$ cat src/rtl/mod_divide.sv
// ============================================================================
// Module   : mod_divide
// Brief    : Sequential IEEE-754 binary16 divider (restoring, truncating).
// Revision : 1.0 - initial release
// ============================================================================
`default_nettype none

module mod_divide (
    input  logic        clk,
    input  logic        rst,
    input  logic [15:0] in_A,
    input  logic [15:0] in_B,
    input  logic        in_En,
    output logic [15:0] out_Out,
    output logic        out_Ready
);

    typedef enum logic [1:0] {
        S_IDLE = 2'd0,
        S_DIV  = 2'd1,
        S_NORM = 2'd2,
        S_DONE = 2'd3
    } state_t;

    localparam logic [15:0] C_QNAN      = 16'h7E00;
    localparam logic [3:0]  C_LAST_ITER = 4'd11;
    localparam logic [4:0]  C_EXP_MAX   = 5'h1F;

    state_t             r_state;
    logic               r_sign;
    logic signed [6:0]  r_exp;
    logic [11:0]        r_rem;
    logic [10:0]        r_div;
    logic [11:0]        r_quo;
    logic [3:0]         r_cnt;
    logic               r_special;
    logic [15:0]        r_spec_val;

    // Operand decode; subnormals count as zero
    logic               w_sa, w_sb, w_sign;
    logic [4:0]         w_ea, w_eb;
    logic [9:0]         w_fa, w_fb;
    logic               w_za, w_zb, w_ia, w_ib, w_na, w_nb;
    logic [10:0]        w_ma, w_mb;
    logic signed [6:0]  w_exp_in;

    assign w_sa     = in_A[15];
    assign w_sb     = in_B[15];
    assign w_ea     = in_A[14:10];
    assign w_eb     = in_B[14:10];
    assign w_fa     = in_A[9:0];
    assign w_fb     = in_B[9:0];
    assign w_sign   = w_sa ^ w_sb;
    assign w_za     = (w_ea == 5'd0);
    assign w_zb     = (w_eb == 5'd0);
    assign w_ia     = (w_ea == C_EXP_MAX) && (w_fa == 10'd0);
    assign w_ib     = (w_eb == C_EXP_MAX) && (w_fb == 10'd0);
    assign w_na     = (w_ea == C_EXP_MAX) && (w_fa != 10'd0);
    assign w_nb     = (w_eb == C_EXP_MAX) && (w_fb != 10'd0);
    assign w_ma     = w_za ? 11'd0 : {1'b1, w_fa};
    assign w_mb     = w_zb ? 11'd0 : {1'b1, w_fb};
    assign w_exp_in = $signed({2'b00, w_ea}) - $signed({2'b00, w_eb}) + 7'sd15;

    logic               w_special;
    logic [15:0]        w_spec_val;

    always_comb begin
        w_special  = 1'b0;
        w_spec_val = 16'h0000;
        if (w_na || w_nb || (w_za && w_zb) || (w_ia && w_ib)) begin
            w_special  = 1'b1;
            w_spec_val = C_QNAN;
        end else if (w_zb || w_ia) begin
            w_special  = 1'b1;
            w_spec_val = {w_sign, C_EXP_MAX, 10'd0};
        end else if (w_za || w_ib) begin
            w_special  = 1'b1;
            w_spec_val = {w_sign, 15'd0};
        end
    end

    // One restoring step: remainder stays below twice the divisor, so 12 bits suffice
    logic               w_ge;
    logic [11:0]        w_rem_sub;

    assign w_ge      = (r_rem >= {1'b0, r_div});
    assign w_rem_sub = w_ge ? (r_rem - {1'b0, r_div}) : r_rem;

    logic signed [6:0]  w_exp_norm;
    logic [9:0]         w_frac;
    logic [15:0]        w_result;

    assign w_exp_norm = r_quo[11] ? r_exp : (r_exp - 7'sd1);
    assign w_frac     = r_quo[11] ? r_quo[10:1] : r_quo[9:0];

    always_comb begin
        w_result = {r_sign, w_exp_norm[4:0], w_frac};
        if (r_special) begin
            w_result = r_spec_val;
        end else if (w_exp_norm <= 7'sd0) begin
            w_result = {r_sign, 15'd0};
        end else if (w_exp_norm >= 7'sd31) begin
            w_result = {r_sign, C_EXP_MAX, 10'd0};
        end
    end

    always_ff @(posedge clk or negedge rst) begin
        if (!rst) begin
            r_state    <= S_IDLE;
            r_sign     <= 1'b0;
            r_exp      <= 7'sd0;
            r_rem      <= 12'd0;
            r_div      <= 11'd0;
            r_quo      <= 12'd0;
            r_cnt      <= 4'd0;
            r_special  <= 1'b0;
            r_spec_val <= 16'h0000;
            out_Out    <= 16'h0000;
            out_Ready  <= 1'b0;
        end else begin
            out_Ready <= 1'b0;
            case (r_state)
                S_IDLE, S_DONE: begin
                    if (in_En) begin
                        r_sign     <= w_sign;
                        r_exp      <= w_exp_in;
                        r_rem      <= {1'b0, w_ma};
                        r_div      <= w_mb;
                        r_quo      <= 12'd0;
                        r_cnt      <= 4'd0;
                        r_special  <= w_special;
                        r_spec_val <= w_spec_val;
                        r_state    <= S_DIV;
                    end else begin
                        r_state    <= S_IDLE;
                    end
                end
                S_DIV: begin
                    r_rem <= {w_rem_sub[10:0], 1'b0};
                    r_quo <= {r_quo[10:0], w_ge};
                    if (r_cnt == C_LAST_ITER) begin
                        r_state <= S_NORM;
                    end else begin
                        r_cnt <= r_cnt + 4'd1;
                    end
                end
                S_NORM: begin
                    out_Out   <= w_result;
                    out_Ready <= 1'b1;
                    r_state   <= S_DONE;
                end
                default: r_state <= S_IDLE;
            endcase
        end
    end

endmodule

`default_nettype wire

$ cat config.mk
export PLATFORM = sky130hd
export DESIGN_NAME = mod_divide
export DESIGN_NICKNAME = d
export VERILOG_FILES = /design/src/rtl/mod_divide.sv
export SDC_FILE = /design/constraint.sdc
export NUM_CORES = 1
export LEC_CHECK = 0
export ABC_AREA = 1
export BUFFER_PORTS_ARGS = -buffer_cell sky130_fd_sc_hd__buf_2
export CELL_PAD_IN_SITES_DETAIL_PLACEMENT = 1
export CELL_PAD_IN_SITES_GLOBAL_PLACEMENT = 1
export CORE_UTILIZATION = 35
export CTS_BUF_LIST = sky130_fd_sc_hd__clkbuf_2 sky130_fd_sc_hd__clkbuf_4 sky130_fd_sc_hd__clkbuf_8
export CTS_CLUSTER_DIAMETER = 30
export CTS_CLUSTER_SIZE = 14
export DETAILED_ROUTE_END_ITERATION = 8
export PLACE_DENSITY = 0.74
export SYNTH_ARGS = -nofsm -noshare
export SYNTH_HDL_FRONTEND = slang
export SYNTH_SLANG_ARGS = --single-unit
$ cat constraint.sdc
create_clock -name clk -period 3.02 [get_ports clk]
set_input_delay 0.302 -clock clk [delete_from_list [all_inputs] [get_ports clk]]
set_output_delay 0.302 -clock clk [all_outputs]
set_load 0.02 [all_outputs]
==> impl_metrics.env, run 1 <==
export IMPL_grt_antenna_before_repair=0
export IMPL_max_freq_mhz=411
export IMPL_post_cts_setup_buffers=0
export IMPL_syn_area_per_cell_sq_um=7.19
export IMPL_drt_wl_total_mm=12.3
export IMPL_grt_pass1_wl_mm=20.9
export IMPL_startpoint_type="register"
export IMPL_drt_initial_drc_count=195
export IMPL_yosys_warnings=0
export IMPL_grt_max_degree=42
export IMPL_fillCellCount=1610
export IMPL_cts_buffers=9
export IMPL_syn_instance_count=622
export IMPL_cts_htree_levels=3
export IMPL_io_buffers=51
export IMPL_power_density_nw_per_um2=1100
export IMPL_cts_resized=0
export IMPL_cp_max_fo=33
export IMPL_synth_top_cells_by_area="dfrtp_1, nand2_1, inv_1, ha_1, nor2_1"
export IMPL_seq_area_frac_synth=0.391
export IMPL_tns_ns=0
export IMPL_synthFlopType="dfrtp_1"
export IMPL_synth_top_area_cell="dfrtp_1"
export IMPL_synth_top_area_frac=0.391
export IMPL_die_area_sq_um=13200
export IMPL_critPathCaptureType="register"
export IMPL_multi_input_area_sq_um=2220
export IMPL_cts_sinks=70
export IMPL_worstHoldPathType="in -> async"
export IMPL_hold_viol=0
export IMPL_gp_congestion=0.862
export IMPL_grt_overflow_total=0
export IMPL_final_max_slew_viol_count=0
export IMPL_drtAntennaViolNets=0
export IMPL_grt_pass1_vias=4333
export IMPL_first_pass_iters=4
export IMPL_wire_per_inst_microns=14.6
export IMPL_ff_latch_area_sq_um=1750
export IMPL_worst_pin_slew_ns=0.977
export IMPL_rows=40
export IMPL_period_needed_ns=2.44
export IMPL_worstPathRequired_ns=3.26
export IMPL_synth_top_cells_by_count="nand2_1, inv_1, dfrtp_1, nor2_1, nand3_1"
export IMPL_syn_to_final_growth_pct=14.5
export IMPL_status="completed"
export IMPL_initial_utilization=0.366
export IMPL_yosysMostFrequentCell="nand2_1"
export IMPL_rsz0062_at_grt="no"
export IMPL_viasPerCell=4.91
export IMPL_clock_skew_ns=0.0101
export IMPL_postCtsHoldBufs=0
export IMPL_clkSlewWorstSetupHoldPaths_ns=0.08
export IMPL_synth_edf_count=0
export IMPL_postSynthNetCount=680
export IMPL_setup_viol=0
export IMPL_arrival_ns=2.68
export IMPL_ys_ff_latch=70
export IMPL_clockRootBuffer="clkbuf_8"
export IMPL_cts_tree="built"
export IMPL_clock_path_buffers=2
export IMPL_period_share=0.807
export IMPL_gr_usage_all_layers=0.204
export IMPL_leakagePower_nw=2.71
export IMPL_fp_dieW_microns=115
export IMPL_drv_cap=0
export IMPL_async_reset_ff_frac=1.00
export IMPL_worstSkewPairLatency_ns=0.37
export IMPL_critical_path_class="reg -> reg"
export IMPL_utilization=0.419
export IMPL_drive_above_1_share=0.149
export IMPL_coreArea_sq_um=12200
export IMPL_diodes=0
export IMPL_synth_cell_area_sq_um=4470
export IMPL_peakVddDrop_mv=0.468
export IMPL_die_height_microns=115
export IMPL_nNetsFinal=730
export IMPL_hpwl_mm=9.66
export IMPL_io_pins=52
export IMPL_relSlewSlack=0.349
export IMPL_drc=0
export IMPL_synth_cell_types=36
export IMPL_vias=4146
final timing paths:
path                            start    endpoint  slack (ns)  depth (start not counted)
setup reg to reg           r_state[0]    r_cnt[3]        0.58                         10
hold reg to reg            out_Out[5]  out_Out[5]        0.48                          2
max in group asynchronous         rst    r_cnt[2]        2.10                          2
min in group clk              in_B[7]    r_div[7]        0.20                          3
setup / recovery           r_state[0]    r_cnt[3]        0.58                         10
hold / removal                    rst  out_Out[2]        0.09                          1
through the flow:
step / instance area, sq um / std cells / hold WS (ns) / power (mW) / setup WS (ns)
6_report: 5120 / 845 / 0.0870 / 5.65 / 0.584
5_1_grt: 5120 / 845 / 0.155 / 6.22 / 0.322
4_1_cts: 5120 / 845 / 0.107 / 5.70 / 0.543
3_5_place_dp: 4880 / 829 / 0.463 / 4.75 / 0.573
3_3_place_gp: 4880 / 829 / 0.458 / 4.62 / 0.634
2_1_floorplan: 4470 / 622 / 0.00641 / 3.95 / 1.07
cell families (layout without fill, tap and decap cells):
family,Yosys count,after routing,synth area share
buffers and inverters,126,181,0.113
flip-flops,70,70,0.391
AND/OR/NAND/NOR,301,301,0.295
AO/OA/AOI/OAI,94,94,0.117
XOR/XNOR,8,8,0.0157
adder cells (fa/ha/maj),23,23,0.0677
where the power goes:
group          total (mW)  switching, mW  internal [mW]  leakage, nW
clock               0.921          0.380          0.541        0.123
sequential           1.48          0.228           1.25        0.887
combinational        3.25           2.17           1.08         1.70
total                5.65           2.78           2.88         2.71
cell usage in the layout (no fill, tap or decap), types with 3 or more instances in the layout:
master | netlist | layout
nand2_1 | 162 | 162
inv_1 | 99 | 99
dfrtp_1 | 70 | 70
nor2_1 | 53 | 53
buf_2 | 2 | 51
nand3_1 | 39 | 39
a21oi_1 | 34 | 34
o21ai_0 | 28 | 28
o22ai_1 | 24 | 24
ha_1 | 21 | 21
nand4_1 | 20 | 20
clkbuf_8 | 0 | 12
nand2_2 | 8 | 8
inv_2 | 7 | 7
nor3_1 | 6 | 6
xnor2_1 | 6 | 6
buf_4 | 1 | 5
or2_2 | 4 | 4
and2_1 | 3 | 3
a21oi_2 | 3 | 3
area by class of cell:
type | count | share of cell area
well taps | 168 | 0.0410
inverters | 109 | 0.0806
multi-input cells | 426 | 0.433
clock buffers | 13 | 0.0337
flip-flops and latches | 70 | 0.342
repair buffers | 56 | 0.0572
clock inverters | 3 | 0.0127
worst max-delay path, cell delays in order, from the launching register on:
cell and delay (ns):
dfrtp_1 0.37, inv_1 0.05, ha_1 0.32, nand2_1 0.32
inv_2 0.07, a21oi_2 0.32, inv_2 0.34, nand2_1 0.24
nor2_1 0.07, xnor2_1 0.14, a21oi_1 0.05
per-layer routing:
| metal | wire length, microns | track usage | up-vias |
|---|---|---|---|
| met5 | 0 | 0 | - |
| met3 | 320 | 0.0416 | 19 |
| li1 | - | - | 2091 |
| met2 | 5900 | 0.343 | 57 |
| met1 | 5900 | 0.260 | 1979 |
| met4 | 222 | 0.0693 | 0 |
sequential cells by signal, summed over array words and instances (netlist names), 2 cells and up:
name and cells:
r_spec_val 3, r_quo 12, r_cnt 4, r_rem 12
r_exp 7, out_Out 16, r_state 2, r_div 11
Note: power is estimated with default switching activity, not from simulation.
==> inputs of run 2 (changes only) <==
--- a/config.mk
+++ b/config.mk
@@ -14,7 +14,7 @@
 export CTS_CLUSTER_DIAMETER = 30
 export CTS_CLUSTER_SIZE = 14
 export DETAILED_ROUTE_END_ITERATION = 8
-export PLACE_DENSITY = 0.74
+export PLACE_DENSITY = 0.76
 export SYNTH_ARGS = -nofsm -noshare
 export SYNTH_HDL_FRONTEND = slang
 export SYNTH_SLANG_ARGS = --single-unit
==> constraint.sdc (replaced) <==
create_clock -name clk -period 2.2 [get_ports clk]
set_input_delay 0.22 -clock clk [delete_from_list [all_inputs] [get_ports clk]]
set_output_delay 0.22 -clock clk [all_outputs]
set_load 0.02 [all_outputs]
==> run 2 against run 1 <==
Sequential share of layout area down 0.97 points. Clock-buffer cell count shrank 4. Fmax grew 20%.
==> impl_metrics.env, run 2 (synthesis results as in run 1) <==
export IMPL_drt_wl_total_mm=12.3
export IMPL_worstHoldPathType="in -> reg"
export IMPL_largest_register_ffs=16
export IMPL_gr_usage_all_layers=0.203
export IMPL_critPathCaptureType="register"
export IMPL_power_density_nw_per_um2=1550
export IMPL_wl_met3_microns=284
export IMPL_setup_viol=0
export IMPL_drtAntennaViolNets=0
export IMPL_arrival_ns=2.29
export IMPL_leakagePower_nw=2.77
export IMPL_rows=40
export IMPL_post_cts_setup_buffers=0
export IMPL_critical_path_class="reg -> reg"
export IMPL_syn_to_final_growth_pct=17.9
export IMPL_grt_antenna_before_repair=0
export IMPL_path_cells="ha_1, a21oi_1, o21ai_2, nand2_2, nand4_4, buf_4, or2_2, nand3_1, nand2_1"
export IMPL_routed_wl_met2_mm=5.98
export IMPL_max_stage_delay_ns=0.43
export IMPL_tns_ns=0
export IMPL_cp_max_fo=4
export IMPL_clkSlewWorstSetupHoldPaths_ns=0.09
export IMPL_clock_path_buffers=2
export IMPL_die_height_microns=115
export IMPL_peakVddDrop_mv=0.522
export IMPL_timing_rr_start="r_rem[3]"
export IMPL_viasPerCell=4.87
export IMPL_hold_depth=3
export IMPL_io_pins=52
export IMPL_reg2reg_to="r_rem[11]"
export IMPL_final_cell_mix="nand2_1, inv_1, dfrtp_1"
export IMPL_min_from="in_B[4]"
export IMPL_drt_initial_drc_count=220
export IMPL_hold_end="r_div[4]"
export IMPL_clockRootBuffer="clkbuf_8"
export IMPL_hpwl_mm=9.62
export IMPL_first_pass_iters=4
export IMPL_coreArea_sq_um=12200
export IMPL_nNetsFinal=744
export IMPL_grt_overflow_total=0
export IMPL_drv_cap=0
export IMPL_drive_above_1_share=0.172
export IMPL_top_register="out_Out"
export IMPL_hold_viol=0
export IMPL_cts_tree="built"
export IMPL_wl_met1_mm=5.84
export IMPL_dp_cells=842
export IMPL_reg2reg_slack_ns=0.17
export IMPL_max_freq_mhz=493
export IMPL_die_area_sq_um=13200
export IMPL_diodes=0
export IMPL_grt_pass1_wl_mm=20.7
export IMPL_worstSkewPairLatency_ns=0.37
export IMPL_grt_max_degree=71
export IMPL_r2r_cells=9
export IMPL_clock_skew_ns=0.0123
export IMPL_reg_top3="out_Out: 16 flops, r_quo: 12 flops, r_rem: 12 flops"
export IMPL_vias=4186
export IMPL_cts_htree_levels=3
export IMPL_fin_hold_ws_ns=0.118
export IMPL_fp_dieW_microns=115
export IMPL_cts_sinks=70
export IMPL_layout_commonest_cell="nand2_1"
export IMPL_critPathSlowestCell="dfrtp_1"
export IMPL_rsz0062_at_grt="no"
export IMPL_period_needed_ns=2.03
export IMPL_worstPathRequired_ns=2.46
export IMPL_status="completed"
export IMPL_period_share=0.921
export IMPL_initial_utilization=0.366
export IMPL_drc=0
export IMPL_final_max_slew_viol_count=0
export IMPL_io_buffers=51
export IMPL_grt_pass1_vias=4354
export IMPL_worst_pin_slew_ns=0.511
export IMPL_cts_buffers=9
export IMPL_gp_congestion=0.890
export IMPL_wire_per_inst_microns=14.3
export IMPL_dr_max_layer_used="met4"
export IMPL_startpoint_type="register"
export IMPL_relSlewSlack=0.659
export IMPL_finalNonFillerCells=859
[run 2: cell types whose count changed in the layout (fill, tap and decap cells not counted), sizes merged]
| cell | before | now |
|---|---|---|
| dlygate4sd3 | 0 | 1 |
| clkinvlp | 0 | 1 |
| clkinv | 3 | 6 |
| clkbuf | 13 | 9 |
| buf | 56 | 69 |
[run 2: power breakdown]
group          internal, mW  leakage (nW)  total, mW  switching [mW]
logic                  1.82          1.77       4.93            3.11
registers              1.72         0.885       2.03           0.310
clock network         0.642         0.109       1.21           0.566
[run 2: worst max-delay path by stage]
stage	start	end	slack [ns]	cells past startpoint
floorplan	r_rem[0]	r_rem[9]	0.25	10
global placement	r_rem[3]	r_rem[11]	0.19	9
detailed placement	r_rem[0]	r_rem[5]	0.12	11
CTS	r_rem[5]	r_rem[11]	0.09	11
global route	r_div[7]	r_rem[11]	0.03	12
finish	r_rem[3]	r_rem[11]	0.17	9
[run 2: per-stage QoR]
stage / setup slack, ns / area, sq um / utilization / total power, mW
2_1_floorplan: 0.253 / 4470 / - / 5.42
3_3_place_gp: 0.187 / 5010 / 0.410 / 6.67
3_5_place_dp: 0.124 / 5010 / 0.410 / 6.86
4_1_cts: 0.0925 / 5240 / 0.429 / 8.12
5_1_grt: 0.0291 / 5280 / 0.432 / 8.98
6_report: 0.173 / 5280 / 0.432 / 8.17
[run 2: critical path: cells and delay by family, from the launching register on]
family / cells / cell delay (ns)
and+or+nand+nor: 5 / 0.62
DFF: 1 / 0.43
adders and majority gates: 1 / 0.37
AOI/OAI and AO/OA: 2 / 0.33
buffers and inverters: 1 / 0.17
[run 2: cell type report]
type | count | area (sq um)
sequential | 70 | 1750
timing repair buffer | 70 | 425
tap | 168 | 210
multi-input combinational | 426 | 2250
inverter | 109 | 415
fill | 1613 | 6940
clock buffer | 9 | 124
clock inverter | 7 | 98.8
[run 2: repair_timing]
| item | CTS | global route |
|---|---|---|
| endpoints found under the hold margin | 70 | 0 |
| resized for setup | 0 | 8 |
| setup endpoints to repair | 0 | 7 |
| hold buffers | 1 | 0 |
[run 2: routing by layer]
metal,up-vias,global-route usage
li1,2116,-
met1,2001,0.257
met2,54,0.350
met3,15,0.0306
met4,0,0.0762
met5,-,0
==> inputs of run 3 (changes only) <==
--- a/config.mk
+++ b/config.mk
@@ -9,12 +9,12 @@
 export BUFFER_PORTS_ARGS = -buffer_cell sky130_fd_sc_hd__buf_2
 export CELL_PAD_IN_SITES_DETAIL_PLACEMENT = 1
 export CELL_PAD_IN_SITES_GLOBAL_PLACEMENT = 1
-export CORE_UTILIZATION = 35
+export CORE_UTILIZATION = 40
 export CTS_BUF_LIST = sky130_fd_sc_hd__clkbuf_2 sky130_fd_sc_hd__clkbuf_4 sky130_fd_sc_hd__clkbuf_8
 export CTS_CLUSTER_DIAMETER = 30
 export CTS_CLUSTER_SIZE = 14
 export DETAILED_ROUTE_END_ITERATION = 8
-export PLACE_DENSITY = 0.76
+export PLACE_DENSITY = 0.85
 export SYNTH_ARGS = -nofsm -noshare
 export SYNTH_HDL_FRONTEND = slang
 export SYNTH_SLANG_ARGS = --single-unit
==> run 3 against run 2 <==
Register-to-register slack better by 0.02 ns. Non-clock buffer count is 4 lower. Critical path depth stayed put. Total power is 4.8% lower. Cell area is 2.4% lower. Routed wire length is 1.5% higher. First-iteration DRC count is 20% lower. Via count is 1.2% higher. Sequential power hardly changed. Combinational power is 4.1% lower. Global-route usage is 3.2 points higher. Highest routed layer unchanged.
==> impl_metrics.env, run 3 (synthesis results as in run 1) <==
export IMPL_reg_top3="out_Out: 16 flops, r_quo: 12 flops, r_rem: 12 flops"
export IMPL_layout_commonest_cell="nand2_1"
export IMPL_max_stage_delay_ns=0.40
export IMPL_final_max_slew_viol_count=0
export IMPL_tns_ns=0
export IMPL_drt_initial_drc_count=176
export IMPL_io_buffers=51
export IMPL_first_pass_iters=6
export IMPL_period_needed_ns=2.00
export IMPL_cts_tree="built"
export IMPL_arrival_ns=2.26
export IMPL_fin_total_pwr_mw=7.78
export IMPL_hold_depth=3
export IMPL_clockRootBuffer="clkbuf_8"
export IMPL_leakagePower_nw=2.73
export IMPL_power_density_nw_per_um2=1510
export IMPL_syn_to_final_growth_pct=15.1
export IMPL_dp_slack_ns=-0.00438
export IMPL_status="completed"
export IMPL_critPathCaptureType="register"
export IMPL_final_cell_mix="nand2_1, inv_1, dfrtp_1"
export IMPL_peakVddDrop_mv=0.670
export IMPL_nNetsFinal=740
export IMPL_diodes=0
export IMPL_hpwl_mm=9.70
export IMPL_drc=0
export IMPL_cts_buffers=9
export IMPL_die_height_microns=108
export IMPL_max_freq_mhz=499
export IMPL_period_share=0.911
export IMPL_wire_per_inst_microns=15.1
export IMPL_io_pins=52
export IMPL_path_cells="ha_1, nand2_1, nor2_1, and2_1, nand2_2, nand4_4, or2_2, nand3_1, nand2_1"
export IMPL_critPathSlowestCell="dfrtp_1"
export IMPL_hold_viol=0
export IMPL_fp_dieW_microns=108
export IMPL_drtAntennaViolNets=0
export IMPL_grt_pass1_wl_mm=21.2
export IMPL_gp_congestion=0.888
export IMPL_crit_path_frequent_cell="nand2_1"
export IMPL_rows=38
export IMPL_timing_rr_start="r_rem[7]"
export IMPL_reg2reg_slack_ns=0.20
export IMPL_post_cts_setup_buffers=0
export IMPL_rsz0062_at_grt="no"
export IMPL_setup_ws_ns=0.197
export IMPL_worstPathRequired_ns=2.46
export IMPL_cp_max_fo=13
export IMPL_dp_cells=810
export IMPL_clock_skew_ns=0.0113
export IMPL_gr_usage_all_layers=0.235
export IMPL_grt_max_degree=46
export IMPL_cts_sinks=70
export IMPL_initial_utilization=0.411
export IMPL_dpl_cell_area_sq_um=4930
export IMPL_worst_pin_slew_ns=0.603
export IMPL_finalNonFillerCells=826
export IMPL_drive_above_1_share=0.165
export IMPL_top_register="out_Out"
export IMPL_worstHoldPathType="in -> reg"
export IMPL_reg2reg_to="r_rem[11]"
export IMPL_grt_antenna_before_repair=0
export IMPL_drv_cap=0
export IMPL_cp_num_buf_inv=0
export IMPL_grt_overflow_total=0
export IMPL_setup_viol=0
export IMPL_worstSkewPairLatency_ns=0.36
export IMPL_vias=4236
export IMPL_cts_htree_levels=3
export IMPL_startpoint_type="register"
export IMPL_die_area_sq_um=11600
export IMPL_coreArea_sq_um=10900
export IMPL_drt_wl_total_mm=12.4
export IMPL_clock_path_buffers=2
export IMPL_grt_pass1_vias=4492
export IMPL_min_from="in_B[5]"
export IMPL_largest_register_ffs=16
export IMPL_cp_top_family="simple AND/OR/NAND/NOR gates"
export IMPL_hold_end="r_div[5]"
export IMPL_clkSlewWorstSetupHoldPaths_ns=0.08
export IMPL_viasPerCell=5.13
export IMPL_relSlewSlack=0.598
export IMPL_critical_path_class="reg -> reg"
export IMPL_r2r_cells=9
export IMPL_final_area_sq_um=5150
run 3: report_power, final:
group / switching [mW] / internal [mW] / total (mW)
Sequential: 0.289 / 1.72 / 2.01
Clock: 0.499 / 0.541 / 1.04
Combinational: 3.10 / 1.63 / 4.73
Total: 3.89 / 3.89 / 7.78
run 3: final cells by class:
cell class | instances | area, sq um
clock buffer | 11 | 139
fill | 1425 | 5740
multi-input combinational | 426 | 2240
tap | 140 | 175
inverter | 109 | 415
sequential | 70 | 1750
clock inverter | 4 | 48.8
timing repair buffer | 66 | 383
run 3: metrics by stage:
step / hold WS [ns] / util
finish: 0.127 / 0.473
global route: 0.143 / 0.473
CTS: 0.120 / 0.471
floorplan: -0.0756 / -
detailed placement: 0.259 / 0.453
global placement: 0.245 / 0.453
run 3: worst max-delay path by stage:
stage | from | end | slack (ns) | cells past startpoint
final | r_rem[7] | r_rem[11] | 0.20 | 9
after global routing | r_exp[0] | out_Out[13] | 0.02 | 11
after CTS | r_rem[0] | r_rem[3] | 0.02 | 10
after detailed placement | r_rem[0] | r_rem[2] | -0.004 | 10
after global placement | r_rem[0] | r_rem[1] | 0.10 | 10
after floorplan | r_rem[0] | r_rem[9] | 0.25 | 10
run 3: repair_timing:
item                                    4_1_cts  5_1_grt
hold buffers                                  1        0
gates resized for setup                       1        6
hold endpoints to repair                     25        0
pin swaps                                     0        1
endpoints found under the setup margin        4       14
run 3: routing by layer:
layer | part of all wire | track usage
met5 | 0 | 0
met4 | 0.023 | 0.0851
met3 | 0.030 | 0.0375
met2 | 0.51 | 0.427
met1 | 0.44 | 0.278
run 3: tightest hold or removal path: cells and delay by family:
kind            cells  cell delay (ns)
buf+inv             2             0.15
compound gates      1             0.07
